<file path="src/rtl/vga_frame_scheduler.sv">
// Frame-synchronous update scheduler and screen rotator for the VGA pixel generator.
// Optional macro VGA_SCREEN_FORCE_EN adds iforce_en/iforce_screen to pin the displayed screen.
module vga_frame_scheduler #(
  parameter int DWELL_FRAMES = 60,
  parameter int FRAME_CNT_W  = 8
) (
  input  logic        iclock,
  input  logic        ireset,
  input  logic        ivsync,
  input  logic        idat_act_v,
  input  logic        itemp_req,
  input  logic [7:0]  itemp,
  input  logic [4:1]  idig_temp,
  input  logic        iautor_req,
  input  logic [15:0] iautor,
  input  logic        imusica_req,
  input  logic [15:0] imusica,
`ifdef VGA_SCREEN_FORCE_EN
  input  logic        iforce_en,
  input  logic [1:0]  iforce_screen,
`endif
  output logic        otemp_ack,
  output logic        oautor_ack,
  output logic        omusica_ack,
  output logic [7:0]  otemperatura,
  output logic [4:1]  odig_temp,
  output logic [15:0] oautor,
  output logic [15:0] omusica,
  output logic [1:0]  oscreen,
  output logic        oframe_tick
);

  typedef enum logic [1:0] {S_IDLE, S_ARB, S_ACK} state_t;

  localparam logic [FRAME_CNT_W-1:0] LP_LAST = FRAME_CNT_W'(DWELL_FRAMES - 1);
  localparam logic [FRAME_CNT_W-1:0] LP_ONE  = FRAME_CNT_W'(1);

  state_t                 r_state;
  logic [1:0]             r_ptr;
  logic                   r_vs_p0;
  logic                   r_vs_p1;
  logic [FRAME_CNT_W-1:0] r_frame_cnt;
  logic                   w_fall;
  logic [2:0]             w_req;
  logic                   w_gnt_vld;
  logic [1:0]             w_gnt_id;

  // Source index (0 temp, 1 autor, 2 musica) k places after p, modulo 3.
  function automatic logic [1:0] rr_idx(input logic [1:0] p, input logic [1:0] k);
    logic [2:0] s;
    s = {1'b0, p} + {1'b0, k};
    return (s >= 3'd3) ? 2'(s - 3'd3) : s[1:0];
  endfunction

  assign w_fall = r_vs_p1 & ~r_vs_p0;
  assign w_req  = {imusica_req, iautor_req, itemp_req};

  // Scan from farthest to nearest so the requester closest to the pointer wins.
  always_comb begin
    w_gnt_vld = 1'b0;
    w_gnt_id  = r_ptr;
    for (int k = 2; k >= 0; k--) begin
      if (w_req[rr_idx(r_ptr, 2'(k))]) begin
        w_gnt_vld = 1'b1;
        w_gnt_id  = rr_idx(r_ptr, 2'(k));
      end
    end
  end

  // Stage p0/p1: vsync edge detect, frame tick and screen rotation.
  always_ff @(posedge iclock or posedge ireset) begin
    if (ireset) begin
      r_vs_p0     <= 1'b0;
      r_vs_p1     <= 1'b0;
      oframe_tick <= 1'b0;
      r_frame_cnt <= '0;
      oscreen     <= 2'd0;
    end else begin
      r_vs_p0     <= ivsync;
      r_vs_p1     <= r_vs_p0;
      oframe_tick <= w_fall;
      if (w_fall) begin
`ifdef VGA_SCREEN_FORCE_EN
        if (iforce_en) begin
          oscreen     <= (iforce_screen == 2'd3) ? 2'd0 : iforce_screen;
          r_frame_cnt <= '0;
        end else
`endif
        if (r_frame_cnt == LP_LAST) begin
          r_frame_cnt <= '0;
          oscreen     <= (oscreen == 2'd2) ? 2'd0 : oscreen + 2'd1;
        end else begin
          r_frame_cnt <= r_frame_cnt + LP_ONE;
        end
      end
    end
  end

  // Arbitration FSM: acks are single-cycle, data lands with the ack.
  always_ff @(posedge iclock or posedge ireset) begin
    if (ireset) begin
      r_state      <= S_IDLE;
      r_ptr        <= 2'd0;
      otemp_ack    <= 1'b0;
      oautor_ack   <= 1'b0;
      omusica_ack  <= 1'b0;
      otemperatura <= '0;
      odig_temp    <= '0;
      oautor       <= '0;
      omusica      <= '0;
    end else begin
      otemp_ack   <= 1'b0;
      oautor_ack  <= 1'b0;
      omusica_ack <= 1'b0;
      case (r_state)
        S_IDLE: if (oframe_tick) r_state <= S_ARB;
        S_ARB: begin
          if (!idat_act_v && w_gnt_vld) begin
            r_state <= S_ACK;
            r_ptr   <= rr_idx(w_gnt_id, 2'd1);
            case (w_gnt_id)
              2'd0: begin
                otemp_ack    <= 1'b1;
                otemperatura <= itemp;
                odig_temp    <= idig_temp;
              end
              2'd1: begin
                oautor_ack <= 1'b1;
                oautor     <= iautor;
              end
              default: begin
                omusica_ack <= 1'b1;
                omusica     <= imusica;
              end
            endcase
          end else begin
            r_state <= S_IDLE;
          end
        end
        default: r_state <= S_IDLE;
      endcase
    end
  end

endmodule

</file>
<file path="config.mk">
export PLATFORM = sky130hd
export DESIGN_NAME = vga_frame_scheduler
export DESIGN_NICKNAME = d
export VERILOG_FILES = /design/src/rtl/vga_frame_scheduler.sv
export SDC_FILE = /design/constraint.sdc
export NUM_CORES = 1
export LEC_CHECK = 0
export ABC_AREA = 1
export BUFFER_PORTS_ARGS = -buffer_cell sky130_fd_sc_hd__buf_2
export CAP_MARGIN = 20
export CORE_MARGIN = 4
export CORE_UTILIZATION = 49
export DETAILED_ROUTE_END_ITERATION = 10
export GPL_TIMING_DRIVEN = 1
export PLACE_DENSITY_LB_ADDON = 0.3
export SETUP_SLACK_MARGIN = 0.05
export SLEW_MARGIN = 5
export SYNTH_ARGS = -nofsm -noshare
export SYNTH_HDL_FRONTEND = slang
export SYNTH_SLANG_ARGS = --single-unit
</file>
<file path="constraint.sdc">
create_clock -name iclock -period 3.86 [get_ports iclock]
set_clock_uncertainty 0.15 [all_clocks]
set_input_delay 0.772 -clock iclock [delete_from_list [all_inputs] [get_ports iclock]]
set_output_delay 0.772 -clock iclock [all_outputs]
set_load 0.01 [all_outputs]
</file>
# Yosys cells after proc, flatten, opt, wreduce, memory -nomap -nowiden
# Cells that the tools add are included.
# Widths: inputs -> output; s select.
[totals]
in_bits = 51
elab_cells = 78
regBits = 64
out_inout_bits = 50
[classes]
n_eq_ne = 5
magnitude_cmp = 7
addsub = 9
reduce_logical = 10
n_mux = 30
n_bitwise = 3
[ops]
columns = ["operator", "n"]
rows = [
  ["$mux 2", 10],
  ["$mux 1", 15],
  ["$ge 3x2->1 const B", 3],
  ["$lt 2x3->1 const B", 3],
  ["$reduce_and 3->1", 3],
  ["$add 8x1->8 const B", 1],
  ["$eq 8x6->1 const B", 1],
  ["$mux 8", 1],
  ["$sub 2x2->2 const B", 4],
  ["$add 2x1->3 const B", 2],
  ["$bmux 1 s2", 3],
  ["$eq 2x1->1 const B", 2],
  ["$logic_not 2->1", 2],
  ["$pmux 2 s2", 1],
  ["$reduce_and 2->1", 2],
  ["$add 2x2->3 const B", 1],
  ["$add 2x1->2 const B", 1],
  ["$eq 2x2->1 const B", 1],
  ["$ge 2x2->1 const B", 1],
  ["$ne 2x2->1 const B", 1],
  ["$not 1->1", 2],
  ["$reduce_or 2->1", 1],
  ["$and 1x1->1", 1],
  ["$logic_and 1x1->1", 1],
  ["$logic_not 1->1", 1],
]

# Logic depth before layout (Yosys ltp)
# Gate-level depths: netlist (run 1).
[logic_depth]
ltp_word = 13
mapped_depth = 18
depth_no_buf = 16

# Least setup slack after synthesis (run 1)
# No wires, ideal clock.
[synth_timing]
kind = "input to register"
startpoint = "input iautor_req"
endpoint = "register omusica[0]"
t_required_ps = 3593
arrival_time_ps = 2521
path_stages = 15
slack_ps = 1072
path_cell_list = "inv_1 > nand2_1 > nand3_1 > nand2_2 > a21oi_1 > nand2_1 > nand2_4 > buf_1 > inv_1 > ha_1 > nor2_2 > nand2_4 > buf_6 > nand2_1 > nand2_1"
[synth_between]
elab_chain_len = 9
[synth_lines]
columns = ["item", "line", "source"]
rows = [
  ["start, declared", "14", "input logic iautor_req,"],
  ["$bmux 1 s2", "63", "if (w_req[rr_idx(r_ptr, 2'(k))]) begin"],
  ["$mux 1 (not written as such)", "63", ""],
  ["$mux 2 (3 in series)", "63", ""],
  ["$eq 2x1->1 / $logic_not 2->1 (equally long branches)", "121", "case (w_gnt_id)"],
  ["$reduce_or 2->1 (no line)", "-", ""],
  ["$not 1->1 (no line)", "-", ""],
  ["$reduce_and 3->1 (no line) (*)", "-", ""],
  ["end signal, assigned", "133", "omusica <= imusica;"],
  ["end, declared", "28", "output logic [15:0] omusica,"],
]
# Mark *: on every way between the ends. The rest lies on a longest branch, timed or not. The select of a mux whose other input is x is not followed.
# A chain may end at the register's enable or synchronous reset.

# Worst setup path after layout (run 1)
[layout_timing]
startpoint = "register r_ptr[0]"
endpoint = "register odig_temp[4] (netlist name)"
[layout_between]
elab_chain_len = 10
[layout_lines]
columns = ["item", "line", "source"]
rows = [
  ["start, declared", "39", "logic [1:0] r_ptr;"],
  ["start signal, assigned", "120", "r_ptr <= rr_idx(w_gnt_id, 2'd1);"],
  ["$add 2x2->3", "51", "s = {1'b0, p} + {1'b0, k};"],
  ["$ge 3x2->1 / $sub 2x2->2 (equally long branches)", "52", "return (s >= 3'd3) ? 2'(s - 3'd3) : s[1:0];"],
  ["$mux 2", "52", ""],
  ["$bmux 1 s2", "63", ""],
  ["$mux 1 (not written as such)", "63", ""],
  ["$mux 2 / $mux 1 (equally long branches) (3 in series)", "63", ""],
  ["$logic_not 2->1 / $logic_and 1x1->1 (equally long branches)", "121, 118", ""],
  ["$reduce_and 3->1 (no line) (*)", "-", ""],
  ["end signal, assigned", "125", "odig_temp <= idig_temp;"],
  ["end, declared", "26", "output logic [4:1] odig_temp,"],
]
# Marked as above.

==> results of run 1 <==
[Yosys cell counts, types with 3 or more instances]
library cell | instances | area share [%]
nand2_1 | 112 | 15
nor2_1 | 8 | 1.1
buf_2 | 4 | 0.72
nor3b_1 | 3 | 0.81
nand3_1 | 29 | 5.2
inv_2 | 3 | 0.40
inv_1 | 26 | 3.5
nand4_1 | 16 | 3.6
dfrtp_1 | 64 | 57
ha_1 | 4 | 1.8
o21ai_0 | 19 | 3.4
[metrics by stage]
step                      cell area (µm²)  instances
after global routing                 3590        494
after CTS                            3590        494
after global placement               3350        478
final                                3590        494
after floorplan                      2800        313
after detailed placement             3350        478
[per-layer routing]
layer	up-vias	wire (µm)
met5	-	0
met3	11	657
li1	1218	-
met2	104	2690
met1	1119	2810
met4	0	129
[critical path, cell delays in order (launching register included)]
cell     delay, ns
dfrtp_1       0.40
inv_1         0.06
ha_1          0.34
inv_2         0.11
nand3_1       0.10
nand2_1       0.12
inv_1         0.06
nand2_1       0.06
nand2_1       0.09
a21oi_4       0.12
buf_4         0.23
ha_1          0.22
inv_1         0.17
nor2_1        0.62
nand2_1       0.12
nand2_1       0.10
[path summary, 6_finish.rpt]
path / from / to / slack, ns / depth (start not counted)
min in group asynchronous: ireset / omusica[1] / 0.33 / 2
max in group asynchronous: ireset / oautor[7] / 2.34 / 3
max: r_ptr[0] / odig_temp[4] / 0.72 / 15
min reg2reg: r_vs_p0 / r_vs_p1 / 0.25 / 0
min: r_vs_p0 / r_vs_p1 / 0.25 / 0
max reg2reg: r_ptr[0] / odig_temp[4] / 0.72 / 15
[layout make-up]
class,instances,area [µm²]
fill,470,1920
sequential,64,1600
multi-input combinational,210,1020
timing repair buffer,103,523
clock buffer,9,124
clock inverter,7,118
inverter,29,109
tap,72,90.1
[power by group]
part           internal [W]  switching [W]  total, W  leakage [nW]
sequential         0.000898       0.000123   0.00102         0.824
clock              0.000430       0.000261  0.000690         0.124
combinational      0.000380       0.000750   0.00113          1.12
total               0.00171        0.00113   0.00284          2.06
[cells by family (layout without fill, tap and decap cells)]
| logic type | count (synthesis) | in the layout | share of synthesized area [%] |
|---|---|---|---|
| buf+inv | 39 | 148 | 6.08 |
| compound gates | 24 | 24 | 4.88 |
| flops | 64 | 64 | 57.3 |
| xor+xnor | 2 | 2 | 0.627 |
| fa+ha+maj | 4 | 4 | 1.79 |
| simple gates | 180 | 180 | 29.4 |
[sequential cells by signal, summed over array words and instances, names as in the netlist]
name          flops
omusica          16
r_ptr             2
r_frame_cnt       8
oscreen           2
odig_temp         4
r_vs_p0           1
otemp_ack         1
otemperatura      8
oframe_tick       1
oautor_ack        1
oautor           16
omusica_ack       1
r_state           2
r_vs_p1           1
==> metrics, run 1 <==
sequential share of the synthesized area 57.3%; Post-Route WL 6290 µm; Die Y 83.5 µm; crit share post-route 81.2%; initial antenna violation count 0; max-slew violation count 0; Peak Freq 319 MHz; first-pass GRT wire length 10600 µm; Nets 472; final setup vio count 0; H-tree depth 3; status complete, no violations; Layout Utilization 65.2%; number of global-route vias before repair 2259; width of the die 83.5 µm; met3 Use GR 6.71%; layout cells sized above 1 31.5%; Cell variety after synth 27; TritonCTS buffer count 9; vias per cell 4.96; Area Overhead vs Synth 28.4%; CP Data Arrival Time 3.25 ns; min-delay worst type register to register; Residual DRC 0; critical path peak fanout 18; Pleak 2.06 nW; Synth Area per Inst 8.93 µm²; GR peak layer met2; WS Path Type register to register; Worst EP required 3.98 ns; Overflow after GRT 0; Routability Congestion 0.901; CTS tree built; clock slew at reported path FFs 0.07 ns; Async SR Flop Fraction 100%; Worst Hold Slack 0.249 ns; via count 2452; Syn Nets 368; GR Util met2 27.0%; root buffer cell clkbuf_8; DRT iter0 DRCs 155; Hold Fails Final Rpt 0; largest net degree at the start of global routing 38; Clk Latency, worst-skew pair 0.33 ns; Synth warnings 0; commonest non-fill, non-tap cell in the layout nand2_1; DP Wirelength 4570 µm; CP Launch Type register; maxcap violations 0; port buffer count 100; gr usage total 18.8%; Least-Margin Pin Slew 0.730 ns; setup TNS 0 ns; postcts setup bufs 0; # diodes 0; Initial Util 50.8%; post-DR wirelength/cell 12.7 µm; RSZ-0062 raised after global routing false; Setup WS post-layout 0.725 ns; Period minus WS final 3.14 ns; Rows 27; post-cts resize count 0; Rel. slew slack 51.1%; synthesized instance count 313; Final Power 0.00284 W; prevailing post-synth register cell dfrtp_1; cell area after synthesis 2800 µm²; ANT nets after route 0; Seq cells post-synth 64; Power Density 792 nW/µm²; Setup crit end kind register; dpl ws 0.689 ns; VDD IR max 0.429 mV; CTS Buffer Depth 2; met1 Track Usage GR 25.0%; DRT Pass-1 Iters 5; Boundary Pins 101; commonest cells after routing, fill and taps aside nand2_1, buf_2, dfrtp_1; die area 6980 µm²; Core Footprint 5510 µm²; CTS Sinks 64; EDFF count, synth 0; cts-stage hold buffer count 0
(Power assumes the default switching activity.)
==> inputs of run 2 (changes only) <==
Clock period 3.86 ns to 3.12 ns, I/O delays scaled along.
==> metrics, run 2 (synthesis gave the netlist of run 1 again) <==
status complete, no violations; ANT nets after route 0 (unchanged); cts-stage hold buffer count 0 (unchanged); WS Path Type register to register; Setup crit end kind register; initial antenna violation count 1 (+1); Least-Margin Pin Slew 0.739 ns (+0.00896 ns); layout cells sized above 1 31.8% (+0.32 points); Worst Hold Slack 0.241 ns (-0.00780 ns); CP bufs+invs 5 (unchanged); crit-path max cell delay 0.39 ns (-0.23 ns); setup TNS 0 ns (unchanged); clock slew at reported path FFs 0.07 ns (about the same); CP Launch Type register; Core Footprint 5510 µm² (unchanged); port buffer count 100 (unchanged); Layout fillers 475 (+1.1%); Post-DP Area 3360 µm² (+0.45%); Internal 0.00213 W (+25%); via count 2482 (+1.2%); Post-Route WL 6710 µm (+6.6%); Post-Layout Inst Area 3610 µm² (+0.63%); Slowest cell on crit path dfrtp_1; largest registers oautor x16, omusica x16; gr usage total 20.0% (+1.2 points); Period minus WS final 2.76 ns (-0.374 ns); Residual DRC 0 (unchanged); min-delay worst type input port to register; largest net degree at the start of global routing 38 (unchanged); CTS Buffer Depth 2 (unchanged); Boundary Pins 101 (unchanged); CTS tree built; Rows 27 (unchanged); RSZ-0062 raised after global routing false; # diodes 0 (unchanged); CTS Sinks 64 (unchanged); VDD IR max 0.553 mV (+29%); post-DR wirelength/cell 13.5 µm (+6.1%); Initial Util 50.8% (unchanged); dpl ws 0.408 ns (-0.281 ns); DRT iter0 DRCs 119 (-23%); Worst EP required 3.19 ns (-0.79 ns); Hold Fails Final Rpt 0 (unchanged); Rel. slew slack 50.6% (-0.49 points); Sequential cell area 1600 µm² (unchanged); postcts setup bufs 0 (unchanged); Worst path most repeated cell nand2_1; DP Wirelength 4680 µm (+2.5%); final setup vio count 0 (unchanged); number of global-route vias before repair 2442 (+8.1%); P_sw 0.00144 W (+27%); r2r setup slk 0.36 ns (-0.37 ns); Setup WS post-layout 0.359 ns (-0.366 ns); Power Density 988 nW/µm² (+25%); worst-path cell chain inv_1 > ha_1 > inv_2 > nand2_1 > nand3_1 > nand2_1 > a21oi_1 > nand2_1 > nand2_4 > inv_1 > ha_1 > inv_1 > nor2_1 > buf_4 > nand2_1 > nand2_1; max-slew violation count 0 (unchanged); Nets 474 (+0.42%); Die Y 83.5 µm (unchanged); Peak Freq 362 MHz (+14%); commonest non-fill, non-tap cell in the layout nand2_1; crit share post-route 88.5% (+7.3 points); root buffer cell clkbuf_8; die area 6980 µm² (unchanged); Clk Latency, worst-skew pair 0.33 ns (about the same); Final Power 0.00357 W (+26%); Routability Congestion 0.836 (-7.2%); multi-input logic area 1020 µm² (unchanged); maxcap violations 0 (unchanged); Area Overhead vs Synth 29.2%; TritonCTS buffer count 9 (unchanged); commonest cells after routing, fill and taps aside nand2_1, buf_2, dfrtp_1; critical path peak fanout 19 (+1); CP Data Arrival Time 2.83 ns (-0.42 ns); H-tree depth 3 (unchanged); post-cts resize count 0 (unchanged); switching share of power 40.4% (+0.46 points); vias per cell 5.00 (+0.82%); part of the power in registers 35.4% (-0.5 points); first-pass GRT wire length 11300 µm (+6.2%); Comb pwr share 40.0% (+0.2 points); Pleak 2.07 nW (+0.56%); Clock Power Share 24.7% (+0.4 points); DRT Pass-1 Iters 4 (-1); Overflow after GRT 0 (unchanged); width of the die 83.5 µm (unchanged); CP top delay family simple AND/OR/NAND/NOR gates
## run 2: cell types whose count changed in the layout (fill, tap and decap cells not counted), sizes merged
cell and delta:
inv +2, clkinv -2, buf +2
## run 2: worst register-to-register path, stage by stage (launching register included)
cell and delay, ns:
dfrtp_1 0.39, inv_1 0.06, ha_1 0.33, inv_2 0.11
nand2_1 0.06, nand3_1 0.06, nand2_1 0.08, a21oi_1 0.14
nand2_1 0.10, nand2_4 0.20, inv_1 0.08, ha_1 0.23
inv_1 0.25, nor2_1 0.09, buf_4 0.19, nand2_1 0.07
nand2_1 0.06
## run 2: worst paths after layout
path                                  end      from  cells after the start
max in group asynchronous       oautor[7]    ireset                      3
hold reg to reg                   r_vs_p1   r_vs_p0                      0
min in group asynchronous  r_frame_cnt[6]    ireset                      2
hold / removal                    r_vs_p0    ivsync                      1
setup / recovery             odig_temp[4]  r_ptr[0]                     16
setup reg to reg             odig_temp[4]  r_ptr[0]                     16
## run 2: area by class of cell
cell class	instances	area share, %
timing repair buffer	105	14.9
tap	72	2.49
inverter	29	3.01
multi-input combinational	210	28.4
clock buffer	9	3.43
clock inverter	7	3.46
sequential	64	44.3
## run 2: stage by stage
step | utilization, % | std cells
after floorplan | - | 313
after global placement | 61.1 | 480
after detailed placement | 61.1 | 480
after CTS | 65.6 | 496
after global routing | 65.6 | 496
final | 65.6 | 496
## run 2: metal layers
| layer | routed length [µm] | vias up | global-route usage (%) |
|---|---|---|---|
| li1 | - | 1227 | - |
| met1 | 2880 | 1139 | 26.1 |
| met2 | 3110 | 102 | 30.5 |
| met3 | 608 | 12 | 7.40 |
| met4 | 99 | 2 | 7.60 |
| met5 | 12 | - | 0 |
## run 2: power groups by stage
stage | clock [W] | sequential (W) | combinational (W)
floorplan | 0 | 0.00138 | 0.000843
finish | 0.000880 | 0.00126 | 0.00143
global route | 0.000940 | 0.00130 | 0.00161
global placement | 0 | 0.00127 | 0.00139
detailed placement | 0 | 0.00127 | 0.00142
CTS | 0.000897 | 0.00126 | 0.00144
